===== config.mk =====
export PLATFORM = sky130hd
export DESIGN_NAME = gcd_job_scheduler
export DESIGN_NICKNAME = d
export VERILOG_FILES = /design/src/rtl/gcd_sched_pkg.sv /design/src/rtl/gcd_cpl_fifo.sv /design/src/rtl/gcd_job_scheduler.sv
export SDC_FILE = /design/constraint.sdc
export NUM_CORES = 1
export LEC_CHECK = 0
export CAP_MARGIN = 20
export CORE_MARGIN = 4
export CORE_UTILIZATION = 28
export DETAILED_ROUTE_END_ITERATION = 10
export PLACE_DENSITY = 0.43
export SYNTH_ARGS = -nofsm -noshare
export SYNTH_HDL_FRONTEND = slang
export SYNTH_SLANG_ARGS = --single-unit
export TNS_END_PERCENT = 30

===== constraint.sdc =====
create_clock -name CLK -period 3.91 [get_ports CLK]
set_clock_uncertainty 0.05 [all_clocks]
set_input_delay 0.391 -clock CLK [delete_from_list [all_inputs] [get_ports CLK]]
set_output_delay 0.391 -clock CLK [all_outputs]
set_load 0.005 [all_outputs]

===== src/rtl/gcd_sched_pkg.sv =====
// Shared types and constants for the GCD job scheduler and its completion FIFO.
package gcd_sched_pkg;

    localparam int OPCODE_W  = 3;
    localparam int CYCLE_W   = 12;
    localparam int REC_IDX_W = 2;
    localparam int REC_ID_W  = 8;

    localparam logic [CYCLE_W-1:0] TIMEOUT_CYCLES = 12'hFFF;

    typedef enum logic [1:0] {
        ST_IDLE    = 2'd0,
        ST_LAUNCH  = 2'd1,
        ST_WAIT    = 2'd2,
        ST_RECOVER = 2'd3
    } sched_state_e;

    // Fields are sized for the widest supported configuration; the top narrows them.
    typedef struct packed {
        logic [REC_IDX_W-1:0] req_idx;
        logic [REC_ID_W-1:0]  id;
        logic [CYCLE_W-1:0]   cycles;
        logic                 timeout;
    } cpl_rec_t;

endpackage


===== src/rtl/gcd_cpl_fifo.sv =====
// Completion-record FIFO: push/pop qualified by CLKEN, head entry presented on rdata.
module gcd_cpl_fifo #(
    parameter int DEPTH  = 4,
    parameter int DATA_W = 8
) (
    input  logic                   CLK,
    input  logic                   RESETn,
    input  logic                   CLKEN,
    input  logic                   push,
    input  logic [DATA_W-1:0]      wdata,
    input  logic                   pop,
    output logic [DATA_W-1:0]      rdata,
    output logic [$clog2(DEPTH):0] count
);
    localparam int AW = $clog2(DEPTH);
    localparam logic [AW:0] FULL_CNT = (AW+1)'(DEPTH);

    logic [DATA_W-1:0] mem_r [DEPTH];
    logic [AW-1:0]     wr_ptr_r;
    logic [AW-1:0]     rd_ptr_r;
    logic [AW:0]       count_r;
    logic              push_ok_s;
    logic              pop_ok_s;

    // Qualify requests so a misbehaving caller cannot overrun or underrun the storage.
    always_comb begin
        push_ok_s = CLKEN & push & (count_r != FULL_CNT);
        pop_ok_s  = CLKEN & pop & (count_r != '0);
    end

    // Storage, pointers and occupancy.
    always_ff @(posedge CLK or negedge RESETn) begin
        if (!RESETn) begin
            for (int i = 0; i < DEPTH; i++) begin
                mem_r[i] <= '0;
            end
            wr_ptr_r <= '0;
            rd_ptr_r <= '0;
            count_r  <= '0;
        end else begin
            if (push_ok_s) begin
                mem_r[wr_ptr_r] <= wdata;
                wr_ptr_r        <= wr_ptr_r + AW'(1);
            end
            if (pop_ok_s) begin
                rd_ptr_r <= rd_ptr_r + AW'(1);
            end
            case ({push_ok_s, pop_ok_s})
                2'b10:   count_r <= count_r + (AW+1)'(1);
                2'b01:   count_r <= count_r - (AW+1)'(1);
                default: count_r <= count_r;
            endcase
        end
    end

    assign rdata = mem_r[rd_ptr_r];
    assign count = count_r;

endmodule


===== src/rtl/gcd_job_scheduler.sv =====
// Round-robin job scheduler for the shared GCD core: launches one job at a time,
// detects completion or watchdog expiry and queues completion records that raise IRQ.
module gcd_job_scheduler
    import gcd_sched_pkg::*;
#(
    parameter int NUM_REQ   = 2,
    parameter int ID_W      = 4,
    parameter int TIMEOUT_W = 16,
    parameter int CQ_DEPTH  = 4
) (
    input  logic                         CLK,
    input  logic                         RESETn,
    input  logic                         CLKEN,
    input  logic [NUM_REQ-1:0]           req_valid,
    output logic [NUM_REQ-1:0]           req_ready,
    input  logic [3*NUM_REQ-1:0]         req_opcode,
    input  logic [NUM_REQ-1:0]           req_ct,
    input  logic [ID_W*NUM_REQ-1:0]      req_id,
    input  logic [TIMEOUT_W-1:0]         timeout_limit,
    input  logic                         irq_en,
    output logic [$clog2(NUM_REQ)-1:0]   grant_idx,
    output logic                         gcd_start,
    output logic [2:0]                   gcd_opcode,
    output logic                         gcd_constant_time,
    input  logic                         gcd_done,
    input  logic [11:0]                  gcd_cycle_count,
    output logic                         cpl_valid,
    input  logic                         cpl_ready,
    output logic [$clog2(NUM_REQ)-1:0]   cpl_req_idx,
    output logic [ID_W-1:0]              cpl_id,
    output logic [11:0]                  cpl_cycles,
    output logic                         cpl_timeout,
    output logic                         busy,
    output logic                         irq
);
    localparam int IDX_W = $clog2(NUM_REQ);
    localparam int CNT_W = $clog2(CQ_DEPTH) + 1;

    sched_state_e          state_r;
    logic [IDX_W-1:0]      rr_ptr_r;
    logic [IDX_W-1:0]      grant_r;
    logic [OPCODE_W-1:0]   op_r;
    logic                  ct_r;
    logic [ID_W-1:0]       id_r;
    logic                  done_prev_r;
    logic [TIMEOUT_W-1:0]  wdog_r;
    logic                  irq_r;

    logic [IDX_W-1:0]      winner_s;
    logic                  done_rise_s;
    logic                  timeout_hit_s;
    logic                  accept_s;
    logic                  push_s;
    logic                  pop_s;
    logic [CNT_W-1:0]      cq_count_s;
    cpl_rec_t              push_rec_s;
    cpl_rec_t              head_rec_s;
    logic [$bits(cpl_rec_t)-1:0] head_bits_s;

    // Nearest valid requester after the pointer wins; iterating from the far end lets it override.
    function automatic logic [IDX_W-1:0] rr_pick(input logic [NUM_REQ-1:0] valid,
                                                 input logic [IDX_W-1:0]   ptr);
        logic [IDX_W-1:0] pick;
        int               idx;
        pick = ptr;
        for (int i = NUM_REQ; i >= 1; i--) begin
            idx  = (int'(ptr) + i) % NUM_REQ;
            pick = valid[idx] ? IDX_W'(idx) : pick;
        end
        return pick;
    endfunction

    // Arbitration, completion detection and record assembly.
    always_comb begin
        winner_s      = rr_pick(req_valid, rr_ptr_r);
        done_rise_s   = gcd_done & ~done_prev_r;
        timeout_hit_s = (timeout_limit != '0) && (wdog_r == (timeout_limit - TIMEOUT_W'(1)));
        accept_s      = CLKEN & (state_r == ST_IDLE) & (|req_valid)
                      & (cq_count_s < CNT_W'(CQ_DEPTH));
        push_s        = CLKEN & (state_r == ST_WAIT) & (done_rise_s | timeout_hit_s);
        pop_s         = cpl_valid & cpl_ready;
        req_ready     = '0;
        if (accept_s) begin
            req_ready[winner_s] = 1'b1;
        end else begin
            req_ready = '0;
        end
        push_rec_s.req_idx = REC_IDX_W'(grant_r);
        push_rec_s.id      = REC_ID_W'(id_r);
        push_rec_s.cycles  = done_rise_s ? gcd_cycle_count : TIMEOUT_CYCLES;
        push_rec_s.timeout = ~done_rise_s;
        head_rec_s         = cpl_rec_t'(head_bits_s);
    end

    // Job sequencing FSM with its held job attributes, watchdog and IRQ register.
    always_ff @(posedge CLK or negedge RESETn) begin
        if (!RESETn) begin
            state_r     <= ST_IDLE;
            rr_ptr_r    <= IDX_W'(NUM_REQ - 1);
            grant_r     <= '0;
            op_r        <= '0;
            ct_r        <= 1'b0;
            id_r        <= '0;
            done_prev_r <= 1'b0;
            wdog_r      <= '0;
            irq_r       <= 1'b0;
        end else if (CLKEN) begin
            done_prev_r <= gcd_done;
            irq_r       <= irq_en & cpl_valid;
            case (state_r)
                ST_IDLE: begin
                    if (accept_s) begin
                        rr_ptr_r <= winner_s;
                        grant_r  <= winner_s;
                        op_r     <= req_opcode[OPCODE_W*winner_s +: OPCODE_W];
                        ct_r     <= req_ct[winner_s];
                        id_r     <= req_id[ID_W*winner_s +: ID_W];
                        state_r  <= ST_LAUNCH;
                    end
                end
                ST_LAUNCH: begin
                    wdog_r  <= '0;
                    state_r <= ST_WAIT;
                end
                ST_WAIT: begin
                    if (done_rise_s) begin
                        state_r <= ST_IDLE;
                    end else if (timeout_hit_s) begin
                        state_r <= ST_RECOVER;
                    end else begin
                        wdog_r <= wdog_r + TIMEOUT_W'(1);
                    end
                end
                // The aborted job's late done must not be mistaken for the next job's.
                ST_RECOVER: begin
                    if (done_rise_s) begin
                        state_r <= ST_IDLE;
                    end
                end
                default: state_r <= ST_IDLE;
            endcase
        end
    end

    gcd_cpl_fifo #(
        .DEPTH  (CQ_DEPTH),
        .DATA_W ($bits(cpl_rec_t))
    ) u_cpl_fifo (
        .CLK    (CLK),
        .RESETn (RESETn),
        .CLKEN  (CLKEN),
        .push   (push_s),
        .wdata  (push_rec_s),
        .pop    (pop_s),
        .rdata  (head_bits_s),
        .count  (cq_count_s)
    );

    assign gcd_start         = CLKEN & (state_r == ST_LAUNCH);
    assign busy              = (state_r != ST_IDLE);
    assign grant_idx         = grant_r;
    assign gcd_opcode        = op_r;
    assign gcd_constant_time = ct_r;
    assign irq               = irq_r;
    assign cpl_valid         = (cq_count_s != '0);
    assign cpl_req_idx       = IDX_W'(head_rec_s.req_idx);
    assign cpl_id            = ID_W'(head_rec_s.id);
    assign cpl_cycles        = head_rec_s.cycles;
    assign cpl_timeout       = head_rec_s.timeout;

endmodule


* After elaboration in Yosys (flattened, before gate mapping) *
Cells that the tools add are included.

operators by class
  shifts and indexed selects = 2
  $mul = 1
  $add $sub $neg = 8
  magnitude comparators = 8
  divide/modulo/power cells = 0
  muxes and demuxes = 29
  equal/unequal tests = 12
  bitwise gates (word level) = 20
  reduce and logical (&&, ||, !) cells = 13

operator list
  operator               number
  $bwmux 92              1
  $bmux 23 s2            1
  $demux 23 s2           1
  $mux 22                2
  $mux 16                2
  $pmux 16 s2            1
  $mux 23                1
  $add 16x1->16 const B  1
  $eq 16x16->1           1
  $reduce_bool 16->1     1
  $sub 16x1->16 const B  1
  $and 1x1->1            13
  $mux 12                1
  $mux 1                 11
  $mux 2                 5
  $ne 2x2->1 const B     4
  $pmux 2 s4             1
  $reduce_and 4->1       2
  $shiftx 8x4->4         1
  $eq 2x2->1 const B     3
  $ge 3x3->1 const B     2
  $lt 2x3->1 const B     2
  $ne 3x3->1 const B     2
  $not 2->3              2
  22 further kinds       31

storage, ports and cells
  memories = 0
  bits in writable memories = 0
  latch bits = 0
  memory bits (read-only) = 0
  bits in registers = 129

* Longest topological paths before layout *
  depth after elaboration = 12
  depth in mapped cells = 17

* Modules after synthesis *
Synthesis repeated with hierarchy kept, for this count alone.

unflattened totals
  cells, all modules = 524
  area, all modules = 6767.7 um^2

modules (own cells, without submodules)
  module             area each (um^2)  cells an instance  times used  sequential area each (um^2)
  gcd_cpl_fifo       4423.0            258                1           2477.4
  gcd_job_scheduler  2344.7            266                1           752.0

* Worst setup path after synthesis *
Ideal clock, no wire load.

  path type = input to register
  start point = in timeout_limit[0]
  end point = reg u_cpl_fifo.count_r[1] (netlist: u_cpl_fifo.count[1])
  arrival = 3.815 ns
  path buffers = 2
  library setup time = 0.083 ns
  data required time = 3.777 ns
  cell stages on the path = 14
  setup slack = -0.037 ns
  cell sequence = or4_1 -> clkbuf_1 -> or3_1 -> or4b_1 -> nand2_1 -> nand3_1 -> or4b_1 -> buf_4 -> a21boi_2 -> inv_1 -> ha_1 -> inv_1 -> fa_1 -> o21ai_0

between the ends
  longest elaborated chain between the ends = 9
  elaborated cells between the ends (all ways) = 12
  those cells by class = add/sub: 1; eq/ne: 3; mux: 1; bitwise: 4; reduce/logical: 3

RTL lines
  item                                             line                     RTL
  start: declaration                               gcd_job_scheduler.sv:19  input logic [TIMEOUT_W-1:0] timeout_limit,
  $sub 16x1->16                                    gcd_job_scheduler.sv:77  timeout_hit_s = (timeout_limit != '0) && (wdog_r == (timeout_limit - TIMEOUT_W'(1)));
  $eq 16x16->1                                     gcd_job_scheduler.sv:77
  $logic_and 1x1->1 (*)                            gcd_job_scheduler.sv:77
  $or 1x1->1 (*)                                   gcd_job_scheduler.sv:80  push_s = CLKEN & (state_r == ST_WAIT) & (done_rise_s | timeout_hit_s);
  $and 1x1->1 (*)                                  gcd_job_scheduler.sv:80
  $and 1x1->1 (*) (2 in a row)                     gcd_cpl_fifo.sv:27       push_ok_s = CLKEN & push & (count_r != FULL_CNT);
  $eq 2x1->1 or $eq 2x2->1 (tied branches)         gcd_cpl_fifo.sv:48       case ({push_ok_s, pop_ok_s})
  $pmux 3 s2 or $reduce_bool 2->1 (tied branches)  --
  end signal: assignment                           gcd_cpl_fifo.sv:49       2'b10: count_r <= count_r + (AW+1)'(1);
  end signal: assignment                           gcd_cpl_fifo.sv:50       2'b01: count_r <= count_r - (AW+1)'(1);
  end signal: assignment                           gcd_cpl_fifo.sv:51       default: count_r <= count_r;
  end: declaration                                 gcd_cpl_fifo.sv:21       logic [AW:0] count_r;

Mark *: on every way between the ends. The rest lies on a longest branch, timed or not.
A chain may end at the register's enable or synchronous reset.

* Worst setup path after layout *
  start point = in timeout_limit[3]
  end point = reg u_cpl_fifo.count_r[1] (netlist: u_cpl_fifo.count[1])

The elaborated chain is that of the path after synthesis.

==> key figures <==
Status
  • Status: finished, final reports clean

Cells and area
  • Cell area after layout: 7470 um^2
  • Share of cells above drive strength 1: 17.2%
  • Fin nets: 669
  • N_diodes: 0
  • Filler cells: 1993
  • Synthesis-to-layout area growth: 30.7%

Power
  • Psw: 1.52 mW
  • Sw frac: 32.3%
  • Total Power: 4.71 mW
  • Leakage power: 3.13 nW
  • Internal power: 3.19 mW
  • Sequential power share: 41.4%
  • Clock group share of total power: 18.5%
  • Comb power frac: 40.1%
  • Max rail drop VDD: 0.000251 V
  • PD cells: 631 nW/um^2

Critical path
  • WS Path Type: primary input to register
  • CP Buf/Inv Count: 3
  • CP peak stage delay: 0.59 ns
  • WP data arrival: 3.93 ns
  • Worst Path Required: 4.13 ns
  • CP startpoint kind: primary input
  • R2R Setup Slk: 0.65 ns
  • Cell Chain, Critical Path: clkdlybuf4s50_1, or4_4, or3_4, or4b_4, nand2_2, nand3_1, or4b_4, a21boi_4, inv_1, ha_1, inv_1, fa_2, o21ai_1
  • Cell family with most CP delay: simple AND/OR/NAND/NOR gates
  • R2r startpoint: wdog_r[13]$_DFFE_PN0P_
  • RR Endpoint: u_cpl_fifo.count[1]$_DFFE_PN0P_
  • Setup crit end kind: register
  • Highest-delay cell along the critical path: or4b_4
  • Critical path fanouts, max: 2
  • Worst-case reg-to-reg path depth: 12

Placed design
  • Area after DPL: 7130 um^2
  • RePlAce Congestion: 0.792
  • Post-detail-place hpwl: 10900 um
  • I/O Buffers: 80

Drt
  • DR DRC count: 0
  • Avg Vias per Cell: 5.09
  • Starting DRC count in detailed routing: 218
  • DRT antenna net count: 0
  • Per-cell routed wire length: 17.5 um
  • Total wire length: 15400 um
  • Vias: 4487
  • Drt pass-1 iters: 5

Timing
  • Fin. Hold Viols: 0
  • Slew Limit Fails: 0
  • Minimum clock period: 3.71 ns
  • Tightest hold margin: 0.0965 ns
  • Relative slew slack: 33.7%
  • Worst slew pin tran: 0.995 ns
  • Fin crit share: 94.8%
  • Max Freq: 0.270 GHz
  • Setup-failing EPs final: 0

Synth
  • Share of the synthesized area in the top cell type: 47.2%
  • Top FF cell, synth: dfrtp_1
  • Synth Instances: 500
  • Cell taking the most area after synthesis: dfrtp_1
  • Area contributors post-synth: dfrtp_1, o22a_1, mux4_2, mux2_1, nand2_1
  • Synthesis Warnings: 0
  • Post-synthesis sequential area ratio: 47.7%
  • Cell Area, Synth: 5720 um^2
  • Synth top cells by count: dfrtp_1, o22a_1, nand2_1
  • Mean post-synth cell area: 11.4 um^2
  • Synthesized flop and latch total: 109
  • Synth async-reset ratio: 100%
  • Netlist cell types: 61
  • Synth Net Count: 561
  • Count leader, synth: dfrtp_1
  • Post-synth EDFFs: 0

Floorplanning
  • Die X: 151 um
  • Starting Density: 28.4%
  • Io pins: 81
  • Core area: 20200 um^2
  • Height of the die: 151 um
  • Core Rows: 52
  • Die Area: 22800 um^2

Global route
  • Largest net degree at the start of global routing: 65
  • Vias in the first global route: 4568
  • GR Overflow Total: 0
  • Initial antenna violation count: 0
  • Gr usage total: 13.9%
  • Global-route wire length before repair: 24800 um

Clock network
  • Clk_lat worst skew: 0.35 ns
  • CTS buffer count: 9
  • CTS max path bufs: 2
  • H-tree levels: 3
  • Setup Fix Bufs, Post-CTS: 0
  • Clk pin slew, worst setup/hold paths: 0.08 ns
  • Hold-fix buffers, CTS: 0
  • Clock Sinks: 109
  • CTS tree: built
  • Clk root buf: clkbuf_16

Job
  • Max cap viols: 0

Worst hold path
  • Worst hold-check path type: primary input to async pin
==> metrics by stage <==
stage          worst slack, ns  cells  setup TNS (ns)  utilization, %
6_report                 0.204    882               0            37.1
2_1_floorplan           0.0111    500               0               -
3_3_place_gp            -0.349    866          -17.14            35.4
4_1_cts                0.00886    881               0            36.7
5_1_grt                -0.0325    882         -0.0325            37.1
3_5_place_dp            -0.472    866          -22.76            35.4
==> how the worst max path moves through the flow <==
| stage | start | end | depth (start not counted) |
|---|---|---|---|
| global placement | timeout_limit[0] | u_cpl_fifo.count[2]$_DFFE_PN0P_ | 15 |
| CTS | timeout_limit[0] | u_cpl_fifo.count[1]$_DFFE_PN0P_ | 13 |
| finish | timeout_limit[3] | u_cpl_fifo.count[1]$_DFFE_PN0P_ | 13 |
| detailed placement | timeout_limit[0] | u_cpl_fifo.count[1]$_DFFE_PN0P_ | 16 |
| floorplan | timeout_limit[0] | u_cpl_fifo.count[1]$_DFFE_PN0P_ | 14 |
| global route | timeout_limit[6] | u_cpl_fifo.count[2]$_DFFE_PN0P_ | 15 |
==> worst reg2reg max path, delay by kind of cell, from the launching register on <==
kind            cells  cell delay (ns)
compound gates      3             0.40
xor+xnor            1             0.29
buf+inv             2             0.13
fa+ha+maj           2             0.61
flops               1             0.41
simple gates        4             1.30
==> layer usage <==
layer  part of all wire (%)  global-route usage [%]  vias to the layer above
met3                    4.0                    2.33                       13
met2                     47                    22.3                       91
li1                       -                       -                     2088
met1                     48                    19.4                     2295
met5                      0                       0                        -
met4                    1.1                    4.31                        0
==> registers in the layout, summed over array words and instances (netlist names) <==
name                 flops
state_r                  2
u_cpl_fifo.count         3
grant_idx                1
u_cpl_fifo.wr_ptr_r      2
gcd_opcode               3
wdog_r                  16
u_cpl_fifo.mem_r        72
done_prev_r              1
u_cpl_fifo.rd_ptr_r      2
irq                      1
id_r                     4
gcd_constant_time        1
rr_ptr_r                 1
==> cells by family after synthesis <==
group,share of synthesized area (%)
multiplexers,13.7
adder cells (fa/ha/maj),2.10
AND/OR/NAND/NOR,12.7
AO/OA/AOI/OAI,16.0
buffers and inverters,3.70
flip-flops,47.7
XOR/XNOR,4.13
==> layout by cell type (no fill, tap or decap), types with 3 or more instances in the layout <==
cell type | synthesis | final
dfrtp_1 | 108 | 108
clkdlybuf4s50_1 | 0 | 72
o22a_1 | 48 | 48
buf_4 | 1 | 41
nand2_1 | 38 | 37
nor2_1 | 24 | 24
mux4_2 | 18 | 18
inv_1 | 17 | 17
xnor2_1 | 16 | 16
mux2_1 | 16 | 16
nand3_1 | 15 | 15
mux2i_1 | 13 | 13
a21oi_1 | 13 | 13
o21ai_0 | 14 | 12
xor2_1 | 11 | 11
clkbuf_16 | 0 | 9
nor3_1 | 9 | 8
ha_1 | 8 | 8
and3_1 | 7 | 7
nand4_1 | 7 | 7
dlymetal6s2s_1 | 0 | 7
mux2_2 | 6 | 6
buf_12 | 0 | 6
nand2b_1 | 5 | 5
o31ai_1 | 5 | 5
a211o_1 | 4 | 4
nor2b_1 | 4 | 4
a21o_1 | 4 | 4
a21oi_4 | 4 | 4
nor4_1 | 4 | 3
nor4b_1 | 3 | 3
or4_1 | 5 | 3
a31oi_1 | 3 | 3
a211oi_1 | 3 | 3
==> power groups by stage <==
stage	clock network (mW)	logic, mW	registers [mW]
2_1_floorplan	0	1.18	1.80
3_3_place_gp	0	1.89	1.96
3_5_place_dp	0	1.92	1.97
4_1_cts	0.910	1.93	1.95
5_1_grt	0.952	2.08	2.02
6_report	0.871	1.89	1.95
==> layout make-up <==
type | count | area (um^2) | share of cell area, %
clock buffers | 10 | 229 | 3.06
clock inverters | 5 | 45.0 | 0.603
inverters | 18 | 67.6 | 0.904
multi-input cells | 344 | 2830 | 37.9
flip-flops and latches | 109 | 2730 | 36.5
well taps | 270 | 338 | 4.52
repair buffers | 126 | 1240 | 16.5
==> what timing repair did <==
item / in CTS / in global routing
pin swaps: 0 / 4
gates resized for setup: 2 / 17
cloned: 0 / 0
endpoints found under the setup margin: 7 / 70
Note: power is estimated with default switching activity, not from simulation.
